`config.mk`:
```
export PLATFORM = sky130hd
export DESIGN_NAME = fx_writeback_stage
export DESIGN_NICKNAME = d
export VERILOG_FILES = /design/src/rtl/fx_writeback_stage.sv
export SDC_FILE = /design/constraint.sdc
export NUM_CORES = 1
export LEC_CHECK = 0
export BUFFER_PORTS_ARGS = -buffer_cell sky130_fd_sc_hd__buf_2
export CAP_MARGIN = 40
export CORE_ASPECT_RATIO = 0.5
export CORE_UTILIZATION = 45
export DETAILED_ROUTE_END_ITERATION = 12
export PLACE_DENSITY_LB_ADDON = 0.12
export SLEW_MARGIN = 0
export SYNTH_ARGS = -nofsm -noshare
export SYNTH_HDL_FRONTEND = slang
export SYNTH_SLANG_ARGS = --single-unit
```
`constraint.sdc`:
```
create_clock -name clock_i -period 5.4 [get_ports clock_i]
set_input_delay 1.08 -clock clock_i [delete_from_list [all_inputs] [get_ports clock_i]]
set_output_delay 1.08 -clock clock_i [all_outputs]
set_load 0.02 [all_outputs]
```
`src/rtl/fx_writeback_stage.sv`:
```
// fx_writeback_stage
//
// Completion stage that sits right after the fixed-point unit. Each FX result
// is captured together with its resolved CR0 field, the fixed-point exception
// register (SO/OV/CA/OV32/CA32) is updated, and completed results queue in a
// small in-order FIFO that drains to the register-file writeback port through
// a valid/ready handshake.
//
// Optional feature macro: FX_WB_FORWARD_EN
//   When defined, adds fwdValid_o / fwdAddress_o / fwdVal_o. These are
//   registered copies of the most recently accepted result, used for operand
//   bypass at dispatch.
//
// Ports
//   clock_i, reset_i          : clock, asynchronous active-low reset
//   outputEnable_i            : FX result valid this cycle
//   functionalUnitCode_i      : producer unit ID, must equal FXUnitCode
//   is64Bit_i                 : 64-bit mode for the CR0 sign/zero test
//   regWritebackAddress_i/Val : destination GPR and result ([0:63], bit 0 MSB)
//   conditionRegWriteEnable_i : record form, CR0 is written
//   caWrite_i/carry_i         : update CA/CA32
//   ovWrite_i/ov_i            : update OV/OV32, SO accumulates
//   xerWrite_i/xerWriteVal_i  : full exception-register write (mtspr)
//   stall_o                   : throttles FX issue at dispatch
//   dropError_o               : sticky, a result was lost
//   xer_o                     : current exception register
//   wbValid_o/wbReady_i       : writeback handshake
//   wbAddress_o/wbVal_o/wbIs64Bit_o/wbCrWrite_o/wbCr_o : head-entry fields
//                               (wbCr_o = {LT, GT, EQ, SO})

module fx_writeback_stage #(
    parameter int         DEPTH      = 4,
    parameter logic [1:0] FXUnitCode = 2'd0
) (
    input  logic        clock_i,
    input  logic        reset_i,
    input  logic        outputEnable_i,
    input  logic [1:0]  functionalUnitCode_i,
    input  logic        is64Bit_i,
    input  logic [5:0]  regWritebackAddress_i,
    input  logic [0:63] regWritebackVal_i,
    input  logic        conditionRegWriteEnable_i,
    input  logic        caWrite_i,
    input  logic        carry_i,
    input  logic        ovWrite_i,
    input  logic        ov_i,
    input  logic        xerWrite_i,
    input  logic [0:63] xerWriteVal_i,
    output logic        stall_o,
    output logic        dropError_o,
    output logic [0:63] xer_o,
`ifdef FX_WB_FORWARD_EN
    output logic        fwdValid_o,
    output logic [5:0]  fwdAddress_o,
    output logic [0:63] fwdVal_o,
`endif
    output logic        wbValid_o,
    input  logic        wbReady_i,
    output logic [5:0]  wbAddress_o,
    output logic [0:63] wbVal_o,
    output logic        wbIs64Bit_o,
    output logic        wbCrWrite_o,
    output logic [3:0]  wbCr_o
);

    localparam int             PW          = $clog2(DEPTH);
    localparam logic [PW:0]    FULL_COUNT  = (PW+1)'(DEPTH);
    localparam logic [PW:0]    STALL_COUNT = (PW+1)'(DEPTH - 1);

    logic [PW-1:0] wr_ptr;
    logic [PW-1:0] rd_ptr;
    logic [PW:0]   count;

    logic [5:0]  addr_mem [DEPTH];
    logic [0:63] val_mem  [DEPTH];
    logic        is64_mem [DEPTH];
    logic        crw_mem  [DEPTH];
    logic [3:0]  cr_mem   [DEPTH];

    logic xer_so, xer_ov, xer_ca, xer_ov32, xer_ca32;
    logic so_next, ov_next, ca_next, ov32_next, ca32_next;

    logic       fx_valid;
    logic       dequeue;
    logic       accept;
    logic       cr_neg;
    logic       cr_zero;
    logic [3:0] cr_next;

    // Only these five exception-register bits are architected here; the rest
    // of xerWriteVal_i is intentionally ignored.
    logic unused_xer_bits;
    assign unused_xer_bits = ^{xerWriteVal_i[0:31], xerWriteVal_i[35:43], xerWriteVal_i[46:63]};

    // A full FIFO can still take a result when the head leaves in the same
    // cycle, because the freed slot is reused immediately.
    assign fx_valid = outputEnable_i && (functionalUnitCode_i == FXUnitCode);
    assign dequeue  = wbValid_o && wbReady_i;
    assign accept   = fx_valid && ((count != FULL_COUNT) || dequeue);

    // Stall one entry early so the op already in flight in the FX unit still
    // has a slot to land in.
    assign wbValid_o = (count != '0);
    assign stall_o   = (count >= STALL_COUNT);

    // Head entry drives the writeback port straight from storage; the CR
    // fields are masked by valid so they read zero while the FIFO is empty.
    assign wbAddress_o = addr_mem[rd_ptr];
    assign wbVal_o     = val_mem[rd_ptr];
    assign wbIs64Bit_o = is64_mem[rd_ptr];
    assign wbCrWrite_o = wbValid_o && crw_mem[rd_ptr];
    assign wbCr_o      = wbValid_o ? cr_mem[rd_ptr] : 4'b0000;

    // Exception register next state. An mtspr-style full write overrides any
    // CA/OV update from a result accepted in the same cycle.
    always_comb begin
        so_next   = xer_so;
        ov_next   = xer_ov;
        ca_next   = xer_ca;
        ov32_next = xer_ov32;
        ca32_next = xer_ca32;
        if (xerWrite_i) begin
            so_next   = xerWriteVal_i[32];
            ov_next   = xerWriteVal_i[33];
            ca_next   = xerWriteVal_i[34];
            ov32_next = xerWriteVal_i[44];
            ca32_next = xerWriteVal_i[45];
        end else if (accept) begin
            if (caWrite_i) begin
                ca_next   = carry_i;
                ca32_next = carry_i;
            end
            if (ovWrite_i) begin
                ov_next   = ov_i;
                ov32_next = ov_i;
                so_next   = xer_so | ov_i;
            end
        end
    end

    // CR0 for the incoming result. In 32-bit mode only the low word counts,
    // so its sign is bit 32 in big-endian numbering. SO comes from the
    // post-update value so the entry sees this cycle's overflow.
    always_comb begin
        if (is64Bit_i) begin
            cr_neg  = regWritebackVal_i[0];
            cr_zero = (regWritebackVal_i == 64'd0);
        end else begin
            cr_neg  = regWritebackVal_i[32];
            cr_zero = (regWritebackVal_i[32:63] == 32'd0);
        end
        cr_next = {cr_neg, !cr_neg && !cr_zero, cr_zero, so_next};
    end

    // Reassemble the architected exception register; reserved bits are zero.
    always_comb begin
        xer_o     = '0;
        xer_o[32] = xer_so;
        xer_o[33] = xer_ov;
        xer_o[34] = xer_ca;
        xer_o[44] = xer_ov32;
        xer_o[45] = xer_ca32;
    end

    // FIFO storage. Contents need no reset: valid is derived from count and
    // the CR outputs are masked while empty.
    always_ff @(posedge clock_i) begin
        if (accept) begin
            addr_mem[wr_ptr] <= regWritebackAddress_i;
            val_mem[wr_ptr]  <= regWritebackVal_i;
            is64_mem[wr_ptr] <= is64Bit_i;
            crw_mem[wr_ptr]  <= conditionRegWriteEnable_i;
            cr_mem[wr_ptr]   <= cr_next;
        end
    end

    // Pointers, occupancy, exception register and the sticky drop flag.
    // Pointers are exactly log2(DEPTH) bits, so they wrap on their own.
    always_ff @(posedge clock_i or negedge reset_i) begin
        if (!reset_i) begin
            wr_ptr      <= '0;
            rd_ptr      <= '0;
            count       <= '0;
            xer_so      <= 1'b0;
            xer_ov      <= 1'b0;
            xer_ca      <= 1'b0;
            xer_ov32    <= 1'b0;
            xer_ca32    <= 1'b0;
            dropError_o <= 1'b0;
        end else begin
            if (accept) begin
                wr_ptr <= wr_ptr + 1'b1;
            end
            if (dequeue) begin
                rd_ptr <= rd_ptr + 1'b1;
            end
            if (accept && !dequeue) begin
                count <= count + 1'b1;
            end else if (dequeue && !accept) begin
                count <= count - 1'b1;
            end
            xer_so   <= so_next;
            xer_ov   <= ov_next;
            xer_ca   <= ca_next;
            xer_ov32 <= ov32_next;
            xer_ca32 <= ca32_next;
            if (fx_valid && !accept) begin
                dropError_o <= 1'b1;
            end
        end
    end

`ifdef FX_WB_FORWARD_EN
    // Bypass copy of the newest accepted result, valid for one cycle only.
    always_ff @(posedge clock_i or negedge reset_i) begin
        if (!reset_i) begin
            fwdValid_o   <= 1'b0;
            fwdAddress_o <= '0;
            fwdVal_o     <= '0;
        end else begin
            fwdValid_o <= accept;
            if (accept) begin
                fwdAddress_o <= regWritebackAddress_i;
                fwdVal_o     <= regWritebackVal_i;
            end
        end
    end
`endif

endmodule

```
Word level (Yosys, flattened, before mapping) --
Memories as Yosys holds them, arrays and structs flattened. Index checks and enable logic that the tools add are counted.
Word-level totals: bits in registers 13, RAM bits 304, output and inout port bits 143, memories 5
Memory list:
- val_mem | words 4, bits a word 64, read ports 1, clocked after Yosys merged registers in 0, write ports 1, line 75 | logic [0:63] val_mem [DEPTH];
- addr_mem | words 4, bits a word 6, read ports 1, clocked after Yosys merged registers in 0, write ports 1, line 74 | logic [5:0] addr_mem [DEPTH];
- cr_mem | words 4, bits a word 4, read ports 1, clocked after Yosys merged registers in 0, write ports 1, line 78 | logic [3:0] cr_mem [DEPTH];
- crw_mem | words 4, bits a word 1, read ports 1, clocked after Yosys merged registers in 0, write ports 1, line 77 | logic crw_mem [DEPTH];
- is64_mem | words 4, bits a word 1, read ports 1, clocked after Yosys merged registers in 0, write ports 1, line 76 | logic is64_mem [DEPTH];
Cells by class: add/subtract/negate cells 4, $lt $le $gt $ge 1, equality and inequality tests 1, multiplexer cells 18, bitwise operators 1, reductions and logical operators 23
Operator list (count):
- zero test 64 bit | 1
- zero test 32 bit | 1
- two-way mux 1 bit | 15
- logical AND 1 bit | 8
- nonzero test 2 bit | 4
- two-way mux 3 bit | 2
- adder 2 x 1 -> 2 bit (second input constant) | 2
- zero test 1 bit | 4
- two-way mux 4 bit | 1
- AND reduction 2 bit | 2
- adder 3 x 1 -> 3 bit (second input constant) | 1
- >= comparator 3 x 2 -> 1 bit (second input constant) | 1
- inequality test 3 bit (second input constant) | 1
- nonzero test 3 bit | 1
- subtractor 3 x 1 -> 3 bit (second input constant) | 1
- zero test 2 bit | 1
- logical OR 1 bit | 1
- OR 1 bit | 1

Longest topological paths before layout --
Gate-level depths: netlist of run 1.
word-level depth 8, gate-level depth with buffers 10, gate-level depth less buffers 8

Least setup slack after synthesis of run 1 --
No wires, ideal clock.
path kind input -> register, start point in functionalUnitCode_i[1], end point mem addr_mem[0][0], enable pin, library setup time 443 ps, arrival 3410 ps, data required time 4957 ps, setup slack 1547 ps, cell stages on the path 2, path through nor3b_1 and3_1
On the way: cells in the longest elaborated chain, start to end 5
RTL lines:
- start, declared | line 38 | input logic [1:0] functionalUnitCode_i,
- zero test 2 bit | line 97 | assign fx_valid = outputEnable_i && (functionalUnitCode_i == FXUnitCode);
- logical AND 1 bit | line 97
- logical AND 1 bit | line 99 | assign accept = fx_valid && ((count != FULL_COUNT) || dequeue);
- two-way mux 1 bit | line 168 | if (accept) begin
- two-way mux 1 bit (implied by the code) | line 169 | addr_mem[wr_ptr] <= regWritebackAddress_i;
- end, declared | line 74
No other way between the ends.

Worst setup path after layout of run 1 --
start point reg rd_ptr[0], end point out wbVal_o[15] (netlist name)
On the way: cells in the longest elaborated chain, start to end 1
RTL lines:
- start, declared | line 71 | logic [PW-1:0] rd_ptr;
- start signal, assigned | line 195 | rd_ptr <= rd_ptr + 1'b1;
- memory (4 x 64 bit)
- end, declared | line 60 | output logic [0:63] wbVal_o,
No other way between the ends.

==> results of run 1 <==
-- cells by family after synthesis --
logic type / Yosys count / synth area share
xor gates and xnor gates: 6 / 0.004270
adders and majority gates: 6 / 0.006709
muxes: 82 / 0.1441
other: 1 / 0.0003047
AOI/OAI and AO/OA: 11 / 0.005083
DFF: 317 / 0.7681
buffers and inverters: 91 / 0.04951
and+or+nand+nor: 46 / 0.02186
-- worst min path at each step --
| stage | slack, ns | endpoint | cells after the start | start |
|---|---|---|---|---|
| final | 0.41 | xer_ca32$_DFFE_PN0P_ | 1 | reset_i |
| after global routing | 0.41 | xer_ca$_DFFE_PN0P_ | 1 | reset_i |
| after CTS | 0.40 | xer_ca32$_DFFE_PN0P_ | 1 | reset_i |
| after detailed placement | 0.46 | dropError_o$_DFFE_PN0P_ | 2 | dropError_o$_DFFE_PN0P_ |
| after global placement | 0.44 | dropError_o$_DFFE_PN0P_ | 2 | dropError_o$_DFFE_PN0P_ |
| after floorplan | 0.47 | count[2]$_DFFE_PN0P_ | 1 | count[2]$_DFFE_PN0P_ |
-- power by group --
part	internal, mW	total, mW	switching, mW
Clock	0.977	1.82	0.848
Sequential	2.86	3.02	0.164
Combinational	0.853	1.95	1.10
Total	4.69	6.80	2.11
-- per-layer routing --
layer | track usage | wire length, µm | part of all wire | vias up
met5 | 0 | 0 | 0 | -
li1 | - | - | - | 2540
met4 | 0.04003 | 485 | 0.021 | 0
met3 | 0.03477 | 953 | 0.041 | 34
met1 | 0.2291 | 10300 | 0.44 | 3047
met2 | 0.2824 | 11680 | 0.50 | 136
-- flip-flops by register name, indices dropped and copies added, names as in the netlist, 2 cells and up --
signal,flops
addr_mem,24
is64_mem,4
rd_ptr,2
wr_ptr,2
cr_mem,16
crw_mem,4
val_mem,256
count,3
-- cell usage in the layout (no fill, tap or decap), types with 5 or more instances in the layout --
cell type | Yosys | routed
ha_1 | 5 | 5
nor4_1 | 16 | 16
mux4_2 | 76 | 76
clkbuf_1 | 8 | 6
edfxtp_1 | 304 | 304
nand2_1 | 7 | 7
clkinv_1 | 0 | 9
dfrtp_1 | 13 | 11
and2_1 | 6 | 6
inv_1 | 5 | 5
clkbuf_16 | 0 | 29
clkinv_2 | 0 | 7
buf_4 | 66 | 8
buf_2 | 10 | 171
conb_1 | 1 | 59
o21ai_1 | 6 | 6
-- per-stage QoR --
| step | utilization | power, mW | hold WS, ns |
|---|---|---|---|
| final | 0.5331 | 6.803 | 0.4091 |
| after CTS | 0.5331 | 6.906 | 0.3990 |
| after global placement | 0.5014 | 5.056 | 0.4438 |
| after floorplan | - | 4.465 | 0.4711 |
| after global routing | 0.5331 | 7.092 | 0.4086 |
| after detailed placement | 0.5024 | 5.087 | 0.4580 |
-- cell usage after synthesis, drive strengths merged --
| cell | n | area share |
|---|---|---|
| o21ai | 7 | 0.0028 |
| mux2 | 2 | 0.0018 |
| xor2 | 2 | 0.0014 |
| and3 | 4 | 0.0020 |
| mux2i | 4 | 0.0033 |
| a31oi | 1 | 0.00051 |
| nand4 | 4 | 0.0020 |
| inv | 5 | 0.0015 |
| o41ai | 1 | 0.00071 |
| fa | 1 | 0.0016 |
| a21o | 1 | 0.00061 |
| ha | 5 | 0.0051 |
| clkbuf | 8 | 0.0024 |
| mux4 | 76 | 0.14 |
| dfrtp | 13 | 0.026 |
| conb | 1 | 0.00030 |
| and2 | 7 | 0.0038 |
| a21oi | 1 | 0.00041 |
| nand2 | 7 | 0.0021 |
| buf | 78 | 0.046 |
| xnor2 | 4 | 0.0028 |
| nor4 | 16 | 0.0081 |
| edfxtp | 304 | 0.74 |
| nor2 | 2 | 0.00061 |
| or3 | 1 | 0.00051 |
| or4b | 1 | 0.00081 |
| nor3b | 1 | 0.00061 |
| nand3 | 3 | 0.0012 |
-- area by class of cell --
class	instances	area (µm²)
fill	2112	12440
tap	352	440.4
sequential	317	9462
multi-input combinational	210	2482
inverter	5	18.77
timing repair buffer	182	983.4
clock buffer	35	748.2
clock inverter	16	68.82
-- worst register-to-register path, stage by stage, from the launching register on --
cell and delay, ns:
dfrtp_1 0.45, or4b_1 0.73, and2_4 0.24, ha_1 0.21
inv_1 0.07, fa_1 0.41, mux2_2 0.27
==> flow_summary.json, run 1 <==
{
  "crit_start": "rd_ptr[0]$_DFFE_PN0P_",
  "slew_headroom": 0.4126,
  "routed-via-count": 5757,
  "crit_cells": 3,
  "worstMarginPinSlew_ns": 0.8792,
  "grt_max_degree": 51,
  "antenna_cells": 0,
  "reg2reg_to": "count[1]$_DFFE_PN0P_",
  "grt_pass1_vias": 5839,
  "syn_inst": 560,
  "outcome": "complete, no violations",
  "cp_num_buf_inv": 2,
  "start_util": 0.4620,
  "end_kind": "output pin",
  "track_usage": 0.1688,
  "worstSetupEndpoint": "wbVal_o[15]",
  "drc_errors": 0,
  "vias_per_cell": 5.154,
  "hold_buffers": 0,
  "setup_tns_ns": 0,
  "final_layout_size_suffix_gt1_frac": 0.3961,
  "fin_crit_sh": 0.6937,
  "p_leak_nw": 4.945,
  "path_cells": "buf_4, mux4_2, buf_2",
  "rsz0062_at_grt": "false",
  "cts_max_level": 1,
  "crit_arrival_ns": 2.67,
  "drv_slew": 0,
  "fp.dieH_um": 118.9,
  "insertion_delay_ns": 0.55,
  "place_ws_ns": 1.869,
  "layout.nets": 897,
  "rr_startpoint": "count[0]$_DFFE_PN0P_",
  "drt-initial-drc-count": 313,
  "fmax_mhz": 266.9,
  "num_rows": 42,
  "core-area_um2": 26640,
  "drv_cap": 0,
  "synth_area_um2": 12310,
  "post-route-min-period_ns": 3.746,
  "hold_class": "primary input to async pin",
  "cts_buffers": 28,
  "die_w_um": 235.9,
  "reg2reg_slack_ns": 2.92,
  "fin_ws_ns": 1.654,
  "finalInstanceArea_um2": 14200,
  "start_kind": "flip-flop",
  "yosysUniqueCellTypes": 33,
  "fin_cells": 1117,
  "crit_path_max_incr_delay_ns": 0.87,
  "io_pins": 290,
  "post_cts_resized": 0,
  "setup_viol": 0,
  "antenna_found_initial": 0,
  "dr.pass1.iters": 6,
  "ff2ff_path_depth": 6,
  "postSynthAreaPerCell_um2": 21.98,
  "placed_area_um2": 13390,
  "grt_overflow": 0,
  "place_hpwl_mm": 14.15,
  "cp_top_family": "flip-flops",
  "wl_mm": 23.42,
  "finalHoldViolCount": 0,
  "power_density_nw_per_um2": 478.9,
  "wl_per_cell_um": 20.97,
  "die-area_um2": 28060,
  "grt_pass1_wl_mm": 35.47,
  "finClkSkew_ns": 0.01977,
  "dp_cells": 1066,
  "cts_buffer_depth": 3,
  "detail-route-antenna-nets": 0,
  "post_cts_buffers": 0,
  "ys_ff_latch": 317,
  "crit_fanout": 33,
  "ir_worst_vdd_uv": 236.3,
  "required_ns": 4.32,
  "clock-sinks": 317,
  "path_clk_slew_ns": 0.07,
  "cts-root-buf": "clkbuf_16",
  "syn_to_final_growth_pct": 15.40,
  "cp_slowest_cell": "dfrtp_4",
  "worstSetupPathType": "flip-flop to output pin",
  "cts_tree": "built",
  "yosysWarnings": 0,
  "portBuffers": 171,
  "yosysSeqAreaShare": 0.7681,
  "place_congestion": 0.6967
}
Power figures use the tool's default switching activity.
==> run 2: changes to the inputs <==
ABC_AREA = 1   (was not set)
clock period = 3.2 ns   (was 5.4 ns; I/O delays follow)
==> run 2 against run 1 <==
  * Via count increased by 34%
  * Die area grew 3.7%
  * Wire length is 16% higher
  * Sequential share of layout area fell by 2.7 points
  * Synthesized cell count grew 70%
  * Clock power increased by 84%
  * Clock skew down 0.010 ns
  * First-iteration DRC count is 45% higher
  * Largest cell class unchanged
==> flow_summary.json, run 2 <==
{
  "yosysWarnings": 0,
  "required_ns": 2.56,
  "start_util": 0.4591,
  "start_kind": "flip-flop",
  "track_usage": 0.1882,
  "die_w_um": 240.2,
  "finalHoldViolCount": 0,
  "cts_buffer_depth": 3,
  "crit_arrival_ns": 2.21,
  "worstMarginPinSlew_ns": 0.6773,
  "fin_cells": 1522,
  "p_leak_nw": 5.257,
  "finClkSkew_ns": 0.009563,
  "core-area_um2": 27820,
  "cts-root-buf": "clkbuf_16",
  "path_clk_slew_ns": 0.06,
  "clock-sinks": 317,
  "yosysSeqAreaShare": 0.7403,
  "final_layout_size_suffix_gt1_frac": 0.2184,
  "synth_edf_count": 304,
  "wl_per_cell_um": 17.86,
  "seqPwrFrac": 0.384,
  "fin_crit_sh": 0.8909,
  "finalInstanceArea_um2": 14800,
  "power_density_nw_per_um2": 868.2,
  "insertion_delay_ns": 0.54,
  "setup_tns_ns": 0,
  "holdWs_ns": 0.3094,
  "fill_cells": 2374,
  "grt_max_degree": 155,
  "post-route-min-period_ns": 2.851,
  "end_kind": "output pin",
  "postSynthAreaPerCell_um2": 13.40,
  "place_congestion": 0.7139,
  "yosysTopAreaCellShare": 0.7149,
  "cts_max_level": 1,
  "largest_register_ff_count": 256,
  "regArea_um2": 9459,
  "cp_slowest_cell": "buf_12",
  "fp.dieH_um": 121.1,
  "reg2reg_slack_ns": 1.04,
  "ir_worst_vdd_uv": 498.7,
  "synthArstFlopShare": 0.04101,
  "layout.nets": 1274,
  "fmax_mhz": 350.8,
  "yosysUniqueCellTypes": 33,
  "combinationalPowerShare": 0.357,
  "slew_headroom": 0.5485,
  "cts_buffers": 29,
  "ys_ff_latch": 317,
  "internal_power_mw": 8.075,
  "power.share.switching": 0.3716,
  "dp_cells": 1471,
  "syn_to_final_growth_pct": 15.90,
  "rsz0062_at_grt": "false",
  "antenna_cells": 0,
  "synth_area_leaders": "edfxtp_1, nor2_1, o21ai_0",
  "portBuffers": 171,
  "multi_input_area_um2": 2700,
  "clockPowerShare": 0.260,
  "worstSetupPathType": "flip-flop to output pin",
  "drt-initial-drc-count": 454,
  "placed_area_um2": 13890,
  "grt_pass1_wl_mm": 41.77,
  "antenna_found_initial": 1,
  "grt_overflow": 0,
  "detail-route-antenna-nets": 0,
  "post_cts_resized": 0,
  "drv_cap": 0,
  "die-area_um2": 29100,
  "grt_pass1_vias": 7379,
  "synth_area_um2": 12770,
  "drc_errors": 0,
  "setup_viol": 0,
  "cts_tree": "built",
  "dr.pass1.iters": 4,
  "syn_inst": 953,
  "finalPower_mw": 12.85,
  "crit_path_max_incr_delay_ns": 0.53,
  "synth_flop_cell": "edfxtp_1",
  "io_pins": 290,
  "place_hpwl_mm": 15.67,
  "crit_fanout": 154,
  "vias_per_cell": 5.062,
  "final_common_cell": "edfxtp_1",
  "num_rows": 43,
  "top_register": "val_mem",
  "drv_slew": 0,
  "power_switching_mw": 4.775,
  "synth_most_common_cell": "edfxtp_1",
  "synth_commonest_cells": "edfxtp_1, nor2_1, o21ai_0",
  "final_cell_mix": "edfxtp_1, nor2_1, buf_2",
  "routed-via-count": 7705,
  "wl_mm": 27.18,
  "synth_top_area_cell": "edfxtp_1",
  "outcome": "complete, no violations",
  "path_cells": "buf_12, o21ai_0, o22ai_1, buf_2",
  "hold_class": "primary input to flip-flop",
  "reg_top3": "val_mem: 256 flops, addr_mem: 24 flops, cr_mem: 16 flops"
}
-- run 2: changes by cell type in the layout (fill, tap and decap cells not counted), moves of 12 or more --
cell     delta
nor4_1     -16
o21ai_0   +151
nand2_1    +19
o22ai_1    +71
nor2_1    +204
mux4_2     -76
inv_1      +12
-- run 2: worst max-delay path, delay by kind of cell (launching register included) --
kind	cells	cell delay, ns
flops	1	0.44
compound gates	2	0.44
buf+inv	2	0.73
-- run 2: worst paths after layout --
check,start,to,depth (start not counted)
setup reg to reg,count[0]$_DFFE_PN0P_,count[2]$_DFFE_PN0P_,9
max in group asynchronous,reset_i,rd_ptr[0]$_DFFE_PN0P_,2
setup / recovery,rd_ptr[0]$_DFFE_PN0P_,wbVal_o[57],4
min in group asynchronous,reset_i,count[0]$_DFFE_PN0P_,2
hold reg to reg,dropError_o$_DFFE_PN0P_,dropError_o$_DFFE_PN0P_,1
hold / removal,regWritebackAddress_i[2],addr_mem[0][2]$_DFFE_PP_,1
-- run 2: cells by family after synthesis --
group                    count (synthesis)  synth area share
multiplexers                             1         0.0008818
other                                    1         0.0002937
buffers and inverters                  133           0.06761
AND/OR/NAND/NOR                        251           0.07976
flip-flops                             317            0.7403
AO/OA/AOI/OAI                          239            0.1012
XOR/XNOR                                 5          0.003429
adder cells (fa/ha/maj)                  6          0.006467
-- run 2: cell type report --
| type | count | area share |
|---|---|---|
| sequential | 317 | 0.6391 |
| multi-input combinational | 561 | 0.1824 |
| tap | 382 | 0.03229 |
| clock buffer | 32 | 0.04979 |
| clock inverter | 18 | 0.01116 |
| inverter | 20 | 0.005580 |
| timing repair buffer | 192 | 0.07964 |
-- run 2: metrics by stage --
stage                     utilization  worst slack, ns
after floorplan                     -          -0.2564
after global placement         0.4993           0.7586
after detailed placement       0.4993           0.7325
after CTS                      0.5321           0.2940
after global routing           0.5321           0.1936
final                          0.5321           0.3490
-- run 2: power by group through the flow --
stage,Combinational (mW),Sequential [mW],Clock (mW)
6_report,4.58,4.93,3.34
5_1_grt,5.05,4.96,3.57
3_3_place_gp,4.63,5.01,0
4_1_cts,4.68,4.93,3.42
2_1_floorplan,3.19,5.01,0
3_5_place_dp,4.66,5.02,0
-- run 2: repair_timing --
action | in CTS | in global routing
buffers inserted | 0 | 0
endpoints found under the setup margin | 0 | 0
hold buffers | 1 | 0
endpoints found under the hold margin | 13 | 0
-- run 2: metal layers --
| metal | routed length [µm] | vias up | global-route usage |
|---|---|---|---|
| li1 | - | 3677 | - |
| met1 | 12270 | 3803 | 0.2610 |
| met2 | 13320 | 190 | 0.3138 |
| met3 | 1187 | 33 | 0.03298 |
| met4 | 384 | 2 | 0.03702 |
| met5 | 13 | - | 0 |
